--- config.mk ---
export PLATFORM = sky130hd
export DESIGN_NAME = input_feeder
export DESIGN_NICKNAME = d
export VERILOG_FILES = /design/src/rtl/feeder_pkg.sv /design/src/rtl/feeder_fifo.sv /design/src/rtl/input_feeder.sv
export SDC_FILE = /design/constraint.sdc
export NUM_CORES = 1
export LEC_CHECK = 0
export BUFFER_PORTS_ARGS = -buffer_cell sky130_fd_sc_hd__buf_2
export CAP_MARGIN = 20
export CORE_MARGIN = 4
export CORE_UTILIZATION = 50
export DETAILED_ROUTE_END_ITERATION = 10
export PLACE_DENSITY = 0.71
export REMOVE_ABC_BUFFERS = 1
export SYNTH_ARGS = -nofsm -noshare
export SYNTH_HDL_FRONTEND = slang
export SYNTH_SLANG_ARGS = --single-unit
--- constraint.sdc ---
create_clock -name fast_clk -period 2.55 [get_ports fast_clk]
set_input_delay 0.3825 -clock fast_clk [delete_from_list [all_inputs] [get_ports fast_clk]]
set_output_delay 0.3825 -clock fast_clk [all_outputs]
set_load 0.01 [all_outputs]
--- src/rtl/feeder_pkg.sv ---
// feeder_pkg: shared FSM state type and default sizes for the input_feeder
// serializer and its optional word FIFO.
package feeder_pkg;

  typedef enum logic [1:0] {
    IDLE  = 2'd0,
    SHIFT = 2'd1,
    DONE  = 2'd2
  } state_t;

  localparam int DEFAULT_WIDTH      = 16;
  localparam int DEFAULT_FIFO_DEPTH = 4;
  localparam int SENT_COUNT_W       = 16;

endpackage

--- src/rtl/feeder_fifo.sv ---
// feeder_fifo: synchronous word FIFO with registered full/empty flags.
// DEPTH must be a power of two so the pointers wrap naturally.
module feeder_fifo
  import feeder_pkg::*;
#(
  parameter int WIDTH = DEFAULT_WIDTH,
  parameter int DEPTH = DEFAULT_FIFO_DEPTH
) (
  input  logic             fast_clk,
  input  logic             reset,
  input  logic             push,
  input  logic [WIDTH-1:0] push_data,
  input  logic             pop,
  output logic [WIDTH-1:0] pop_data,
  output logic             full,
  output logic             empty
);

  localparam int             PTR_W     = $clog2(DEPTH);
  localparam logic [PTR_W:0] DEPTH_CNT = (PTR_W+1)'(DEPTH);

  logic [WIDTH-1:0] mem_q [DEPTH];
  logic [PTR_W-1:0] wr_ptr_q, wr_ptr_d;
  logic [PTR_W-1:0] rd_ptr_q, rd_ptr_d;
  logic [PTR_W:0]   count_q, count_d;
  logic             full_q, full_d;
  logic             empty_q, empty_d;
  logic             do_push, do_pop;

  assign do_push  = push && !full_q;
  assign do_pop   = pop && !empty_q;
  assign pop_data = mem_q[rd_ptr_q];
  assign full     = full_q;
  assign empty    = empty_q;

  // Advance pointers and occupancy; flags are derived from the next count.
  always_comb begin
    wr_ptr_d = wr_ptr_q;
    rd_ptr_d = rd_ptr_q;
    count_d  = count_q;
    if (do_push) wr_ptr_d = wr_ptr_q + PTR_W'(1);
    if (do_pop)  rd_ptr_d = rd_ptr_q + PTR_W'(1);
    case ({do_push, do_pop})
      2'b10:   count_d = count_q + (PTR_W+1)'(1);
      2'b01:   count_d = count_q - (PTR_W+1)'(1);
      default: count_d = count_q;
    endcase
    full_d  = (count_d == DEPTH_CNT);
    empty_d = (count_d == '0);
  end

  // Pointer and flag registers; reset empties the FIFO.
  always_ff @(posedge fast_clk or negedge reset) begin
    if (!reset) begin
      wr_ptr_q <= '0;
      rd_ptr_q <= '0;
      count_q  <= '0;
      full_q   <= 1'b0;
      empty_q  <= 1'b1;
    end else begin
      wr_ptr_q <= wr_ptr_d;
      rd_ptr_q <= rd_ptr_d;
      count_q  <= count_d;
      full_q   <= full_d;
      empty_q  <= empty_d;
    end
  end

  // Storage array; contents are don't-care while empty, so no reset.
  always_ff @(posedge fast_clk) begin
    if (do_push) mem_q[wr_ptr_q] <= push_data;
  end

endmodule

--- src/rtl/input_feeder.sv ---
// input_feeder: accepts parallel words and serializes them LSB first,
// followed by a one-cycle ready_out pulse per word.
// Build option: define INPUT_FEEDER_FIFO_EN to buffer words in a
// FIFO_DEPTH-entry feeder_fifo; otherwise a single holding register is used.
module input_feeder
  import feeder_pkg::*;
#(
  parameter int WIDTH      = DEFAULT_WIDTH,
  parameter int FIFO_DEPTH = DEFAULT_FIFO_DEPTH
) (
  input  logic                    fast_clk,
  input  logic                    reset,
  input  logic [WIDTH-1:0]        wr_data,
  input  logic                    wr_valid,
  output logic                    wr_ready,
  output logic                    serial_out,
  output logic                    ready_out,
  output logic                    busy,
  output logic [SENT_COUNT_W-1:0] sent_count
);

  localparam int               CNT_W    = $clog2(WIDTH);
  localparam logic [CNT_W-1:0] LAST_BIT = CNT_W'(WIDTH - 1);

  if (WIDTH < 2 || FIFO_DEPTH < 2 || (FIFO_DEPTH & (FIFO_DEPTH - 1)) != 0) begin : g_bad_params
    $error("input_feeder: WIDTH must be >= 2 and FIFO_DEPTH a power of two >= 2");
  end

  state_t                  state_q, state_d;
  logic [WIDTH-1:0]        shreg_q, shreg_d;
  logic [CNT_W-1:0]        cnt_q, cnt_d;
  logic                    serial_out_q, serial_out_d;
  logic                    ready_out_q, ready_out_d;
  logic                    busy_q, busy_d;
  logic [SENT_COUNT_W-1:0] sent_count_q, sent_count_d;
  logic                    ready_en_q;

  logic                    buf_full, buf_empty;
  logic [WIDTH-1:0]        buf_head;
  logic                    buf_push, buf_pop;
  logic                    accept, can_load, bypass;
  logic [WIDTH-1:0]        load_word;

  // A buffered word always goes first; a fresh word bypasses the buffer
  // only when the buffer is empty and the serializer can take it now.
  assign accept    = wr_valid && wr_ready;
  assign can_load  = (state_q != SHIFT);
  assign buf_pop   = can_load && !buf_empty;
  assign bypass    = can_load && buf_empty && accept;
  assign buf_push  = accept && !bypass;
  assign load_word = buf_pop ? buf_head : wr_data;

`ifdef INPUT_FEEDER_FIFO_EN
  feeder_fifo #(
    .WIDTH (WIDTH),
    .DEPTH (FIFO_DEPTH)
  ) u_fifo (
    .fast_clk  (fast_clk),
    .reset     (reset),
    .push      (buf_push),
    .push_data (wr_data),
    .pop       (buf_pop),
    .pop_data  (buf_head),
    .full      (buf_full),
    .empty     (buf_empty)
  );
`else
  logic             hold_valid_q, hold_valid_d;
  logic [WIDTH-1:0] hold_data_q, hold_data_d;

  // Single-entry holding register: a pop empties it, a push (possibly on
  // the same edge) refills it.
  always_comb begin
    hold_valid_d = hold_valid_q;
    hold_data_d  = hold_data_q;
    if (buf_pop) hold_valid_d = 1'b0;
    if (buf_push) begin
      hold_valid_d = 1'b1;
      hold_data_d  = wr_data;
    end
  end

  // Holding register state.
  always_ff @(posedge fast_clk or negedge reset) begin
    if (!reset) begin
      hold_valid_q <= 1'b0;
      hold_data_q  <= '0;
    end else begin
      hold_valid_q <= hold_valid_d;
      hold_data_q  <= hold_data_d;
    end
  end

  assign buf_full  = hold_valid_q;
  assign buf_empty = !hold_valid_q;
  assign buf_head  = hold_data_q;
`endif

  // Serializer FSM: load a word, shift it out over WIDTH cycles, then a
  // single DONE cycle that may immediately chain into the next word.
  always_comb begin
    state_d      = state_q;
    shreg_d      = shreg_q;
    cnt_d        = cnt_q;
    serial_out_d = 1'b0;
    ready_out_d  = 1'b0;
    sent_count_d = sent_count_q;
    case (state_q)
      IDLE, DONE: begin
        if (buf_pop || bypass) begin
          state_d      = SHIFT;
          serial_out_d = load_word[0];
          shreg_d      = load_word >> 1;
          cnt_d        = '0;
        end else begin
          state_d = IDLE;
        end
      end
      SHIFT: begin
        if (cnt_q == LAST_BIT) begin
          state_d      = DONE;
          ready_out_d  = 1'b1;
          sent_count_d = sent_count_q + SENT_COUNT_W'(1);
        end else begin
          serial_out_d = shreg_q[0];
          shreg_d      = shreg_q >> 1;
          cnt_d        = cnt_q + CNT_W'(1);
        end
      end
      default: state_d = IDLE;
    endcase
    // A non-empty buffer always forces a load, so it implies a non-IDLE
    // next state; busy therefore follows the next state alone.
    busy_d = (state_d != IDLE);
  end

  // FSM and output registers; ready_en_q holds wr_ready low until the
  // first edge after reset is released.
  always_ff @(posedge fast_clk or negedge reset) begin
    if (!reset) begin
      state_q      <= IDLE;
      shreg_q      <= '0;
      cnt_q        <= '0;
      serial_out_q <= 1'b0;
      ready_out_q  <= 1'b0;
      busy_q       <= 1'b0;
      sent_count_q <= '0;
      ready_en_q   <= 1'b0;
    end else begin
      state_q      <= state_d;
      shreg_q      <= shreg_d;
      cnt_q        <= cnt_d;
      serial_out_q <= serial_out_d;
      ready_out_q  <= ready_out_d;
      busy_q       <= busy_d;
      sent_count_q <= sent_count_d;
      ready_en_q   <= 1'b1;
    end
  end

  assign wr_ready   = ready_en_q && !buf_full;
  assign serial_out = serial_out_q;
  assign ready_out  = ready_out_q;
  assign busy       = busy_q;
  assign sent_count = sent_count_q;

endmodule
### Yosys cells after proc, flatten, opt, wreduce, memory -nomap -nowiden

Cells that the tools add are included.

* add/subtract/negate cells: 2
* equal/unequal tests: 6
* mux-type cells: 17
* reduce and logical (&&, ||, !) cells: 16

Operator list (count)
* 2-to-1 mux 16 bit: 3
* case mux 16 bit (2 select lines): 1
* adder 16 x 1 -> 16 bit (second input constant): 1
* 2-to-1 mux 4 bit: 2
* case mux 4 bit (2 select lines): 1
* 2-to-1 mux 1 bit: 7
* logical AND 1 bit: 6
* nonzero test 2 bit: 3
* adder 4 x 1 -> 4 bit (second input constant): 1
* == test 4 bit (second input constant): 1
* inequality test 2 bit (second input constant): 2
* case mux 2 bit (2 select lines): 1
* AND reduction 3 bit: 1
* == test 2 x 1 -> 1 bit (second input constant): 1
* == test 2 bit (second input constant): 1
* logical NOT 1 bit: 2
* logical NOT 2 bit: 1
* 2-to-1 mux 2 bit: 1
* inequality test 2 x 1 -> 1 bit (second input constant): 1
* case mux 1 bit (2 select lines): 1
* AND reduction 2 bit: 1
* OR reduction 2 bit: 1
* logical OR 1 bit: 1

* register bits after elaboration: 59
* output and inout bits: 20
* logic and storage cells: 51

### Logic depth before layout (Yosys ltp)

* word-level depth: 8
* depth in mapped cells: 6

### Worst setup path before layout

Ideal clock, no wire load.

* kind: reg-to-reg
* from: reg cnt_q[0]
* to: reg sent_count_q[7] (netlist: sent_count[7])
* data arrival time: 1.304 ns
* data required time: 2.424 ns
* path slack: 1.119 ns
* cell stages (with the launch flop): 6
* path buffers: 0
* clock period less this slack: 1.431 ns
* cells stage by stage: dfrtp_1 ha_1 and3_4 and4_1 and4_1 xor2_1

* word-level cells in the longest chain between the ends: 2

RTL lines
* from (decl): RTL line input_feeder.sv:31 `logic [CNT_W-1:0] cnt_q, cnt_d;`
* from (signal assigned): RTL line input_feeder.sv:152 `cnt_q <= cnt_d;`
* == test 4 bit: RTL line input_feeder.sv:120 `if (cnt_q == LAST_BIT) begin`
* AND reduction 2 bit (no line)
* to (signal assigned): RTL line input_feeder.sv:156 `sent_count_q <= sent_count_d;`
* to (decl): RTL line input_feeder.sv:35 `logic [SENT_COUNT_W-1:0] sent_count_q, sent_count_d;`

Every way passes these cells.
A chain may end at the register's enable or synchronous reset.

### Worst setup path in the final report

* from: reg hold_valid_q (netlist: buf_full)
* to: out wr_ready

* word-level cells in the longest chain between the ends: 2

RTL lines
* from (decl): RTL line input_feeder.sv:68 `logic hold_valid_q, hold_valid_d;`
* from (signal assigned): RTL line input_feeder.sv:89 `hold_valid_q <= hold_valid_d;`
* logical NOT 1 bit: RTL line input_feeder.sv:161 `assign wr_ready = ready_en_q && !buf_full;`
* logical AND 1 bit: RTL line input_feeder.sv:161
* to (decl): RTL line input_feeder.sv:15 `output logic wr_ready,`

Every way passes these cells.

==> flow_metrics.env <==
export IMPL_grt_overflow=0
export IMPL_maxCapViolCount=0
export IMPL_mostFrequentLayoutCell="dfrtp_1"
export IMPL_max_freq_ghz=0.562
export IMPL_cts_tree="built"
export IMPL_start_kind="flip-flop"
export IMPL_dieHeight_um=81.4
export IMPL_async_flop_share_pct=100
export IMPL_drv_slew=0
export IMPL_finalSetupViolCount=0
export IMPL_clk_insertion_delay_late_ns=0.33
export IMPL_cts_hold_buf=0
export IMPL_wl_per_cell_um=13.9
export IMPL_track_usage_pct=17.0
export IMPL_finalCriticalPeriod_ns=1.78
export IMPL_synth_edff_count=0
export IMPL_gp_congestion=0.743
export IMPL_cts_buffers=9
export IMPL_clk_pin_slew_worst_paths_ns=0.07
export IMPL_dp_hpwl_um=3490
export IMPL_port_buffers=38
export IMPL_rrSetupSlack_ns=0.92
export IMPL_powerDensity_nw_per_um2=1080
export IMPL_fp_dieArea_um2=6630
export IMPL_status="finished clean"
export IMPL_cts_max_path_buffers=2
export IMPL_cp_end_kind="output pin"
export IMPL_cp_max_fo=13
export IMPL_synth_warning_count=0
export IMPL_nets=298
export IMPL_clock_skew_ns=0.00865
export IMPL_synthFlopType="dfrtp_1"
export IMPL_p_leak_nw=1.54
export IMPL_drtIter0Drc=40
export IMPL_initial_core_util_pct=52.1
export IMPL_synthToLayoutAreaGrowth_pct=18.1
export IMPL_htreeDepth=3
export IMPL_grt_pass1_wl_um=8460
export IMPL_vias_per_cell=5.18
export IMPL_final_cell_mix="58 x dfrtp_1, 38 x buf_2, 23 x nand2_1"
export IMPL_post_place_cells=336
export IMPL_ir_worst_vdd_uv=596
export IMPL_hold_violations=0
export IMPL_ys_types=36
export IMPL_postSynthCellCount=233
export IMPL_firstDrtPassIters=4
export IMPL_ant_nets=0
export IMPL_final_cells=352
export IMPL_tightestPinTransition_ns=0.652
export IMPL_required_ns=2.17
export IMPL_crit_arrival_ns=1.40
export IMPL_hold_path_class="in2async"
export IMPL_drive_gt1_share_pct=31.6
export IMPL_worstSetupPathType="reg2out"
export IMPL_antenna_found_initial=0
export IMPL_rsz0062_at_grt="no"
export IMPL_setup_tns_ns=0
export IMPL_cts_sinks=58
export IMPL_dieWidth_um=81.4
export IMPL_num_vias=1824
export IMPL_ios=39
export IMPL_clockRootBuffer="clkbuf_8"
export IMPL_drc=0
export IMPL_cts_setup_buffers=0
export IMPL_syn_cell_area_um2=2690
export IMPL_coreArea_um2=5170
export IMPL_insertedDiodeCount=0
export IMPL_cts_resized=0
export IMPL_finalWirelength_um=4890
export IMPL_grt_pass1_vias=1873
export IMPL_slew_headroom_pct=56.5
export IMPL_seq_area_frac_synth_pct=53.9
export IMPL_ys_ff_latch=58
export IMPL_rows=26
export IMPL_period_share_pct=69.8
export IMPL_synth_avg_cell_area_um2=11.6
export IMPL_grt_max_degree=33
## power by group
part	total, mW	leakage, nW	switching [mW]	internal (mW)
Combinational	1.04	0.685	0.545	0.491
Clock	0.979	0.119	0.350	0.628
Sequential	1.43	0.737	0.200	1.23
Total	3.45	1.54	1.10	2.35
## routing by layer
| layer | vias to the layer above | track usage (%) | wire length, um | part of all wire (%) |
|---|---|---|---|---|
| met5 | - | 0 | 0 | 0 |
| met4 | 0 | 7.60 | 84 | 1.7 |
| met3 | 10 | 5.10 | 324 | 6.6 |
| met2 | 46 | 28.3 | 2370 | 49 |
| met1 | 873 | 20.3 | 2110 | 43 |
| li1 | 895 | - | - | - |
## worst paths after layout
kind                                 from              to  depth (start not counted)
min reg2reg                sent_count[15]  sent_count[15]                          1
min in group fast_clk         wr_data[15]    buf_head[15]                          2
max                              buf_full        wr_ready                          3
max reg2reg                      buf_full    buf_head[11]                          4
max in group asynchronous           reset  sent_count[11]                          2
min                                 reset        cnt_q[3]                          1
## area by class of cell
class / instances / area [um2]
clock inverters: 4 / 72.6
inverters: 4 / 15.0
clock buffers: 12 / 165
flip-flops and latches: 58 / 1450
multi-input cells: 161 / 1160
well taps: 70 / 87.6
fillers: 421 / 1990
repair buffers: 43 / 228
## kinds of logic after synthesis
logic type      after synthesis  share of synthesized area, %
compound gates               36                          7.43
xor+xnor                     17                          5.53
fa+ha+maj                     2                         0.929
buf+inv                      14                          3.02
flops                        58                          53.9
mux                          34                          13.5
other cells                   1                         0.139
simple gates                 71                          15.6
## Yosys cell counts, types with 2 or more instances
library cell  number  area share [%]
nand3_1            3            0.56
buf_4              4             1.1
o21ai_0           16             3.0
inv_1              4            0.56
buf_2              5            0.93
nand3_4            2             1.3
and4_1             2            0.65
nand4_1            2            0.46
mux2_2            16             6.7
xnor2_1            6             2.0
dfrtp_1           58              54
mux2i_1           15             5.6
and3_1             2            0.46
ha_1               2            0.93
nand2_1           23             3.2
nand3_2            2            0.74
nor3_1             3            0.56
nor2_1            22             3.1
mux2_1             3             1.3
nor4_2             3             1.4
a21oi_1           15             2.8
xor2_1            11             3.6
## stage by stage
step	total power, mW	cell area, um2	worst slack [ns]	util (%)	hold WS [ns]
after floorplan	2.19	2630	0.620	-	0.0869
after global placement	2.45	2940	0.944	56.9	0.453
after detailed placement	2.50	2940	0.907	56.9	0.450
after CTS	3.50	3180	0.744	61.5	0.0889
after global routing	3.70	3180	0.710	61.5	0.125
final	3.45	3180	0.771	61.5	0.0741
## state kept, by name, indices dropped and copies added (netlist names)
register and flops:
buf_head 16, ready_out 1, cnt_q 4, buf_full 1, state_q 2, shreg_q 15
busy 1, sent_count 16, serial_out 1, ready_en_q 1
## worst max-delay path, stage by stage (launching register included)
cell     delay [ns]
dfrtp_1        0.53
buf_4          0.32
nor2b_4        0.07
buf_2          0.14
(Power assumes the default switching activity.)
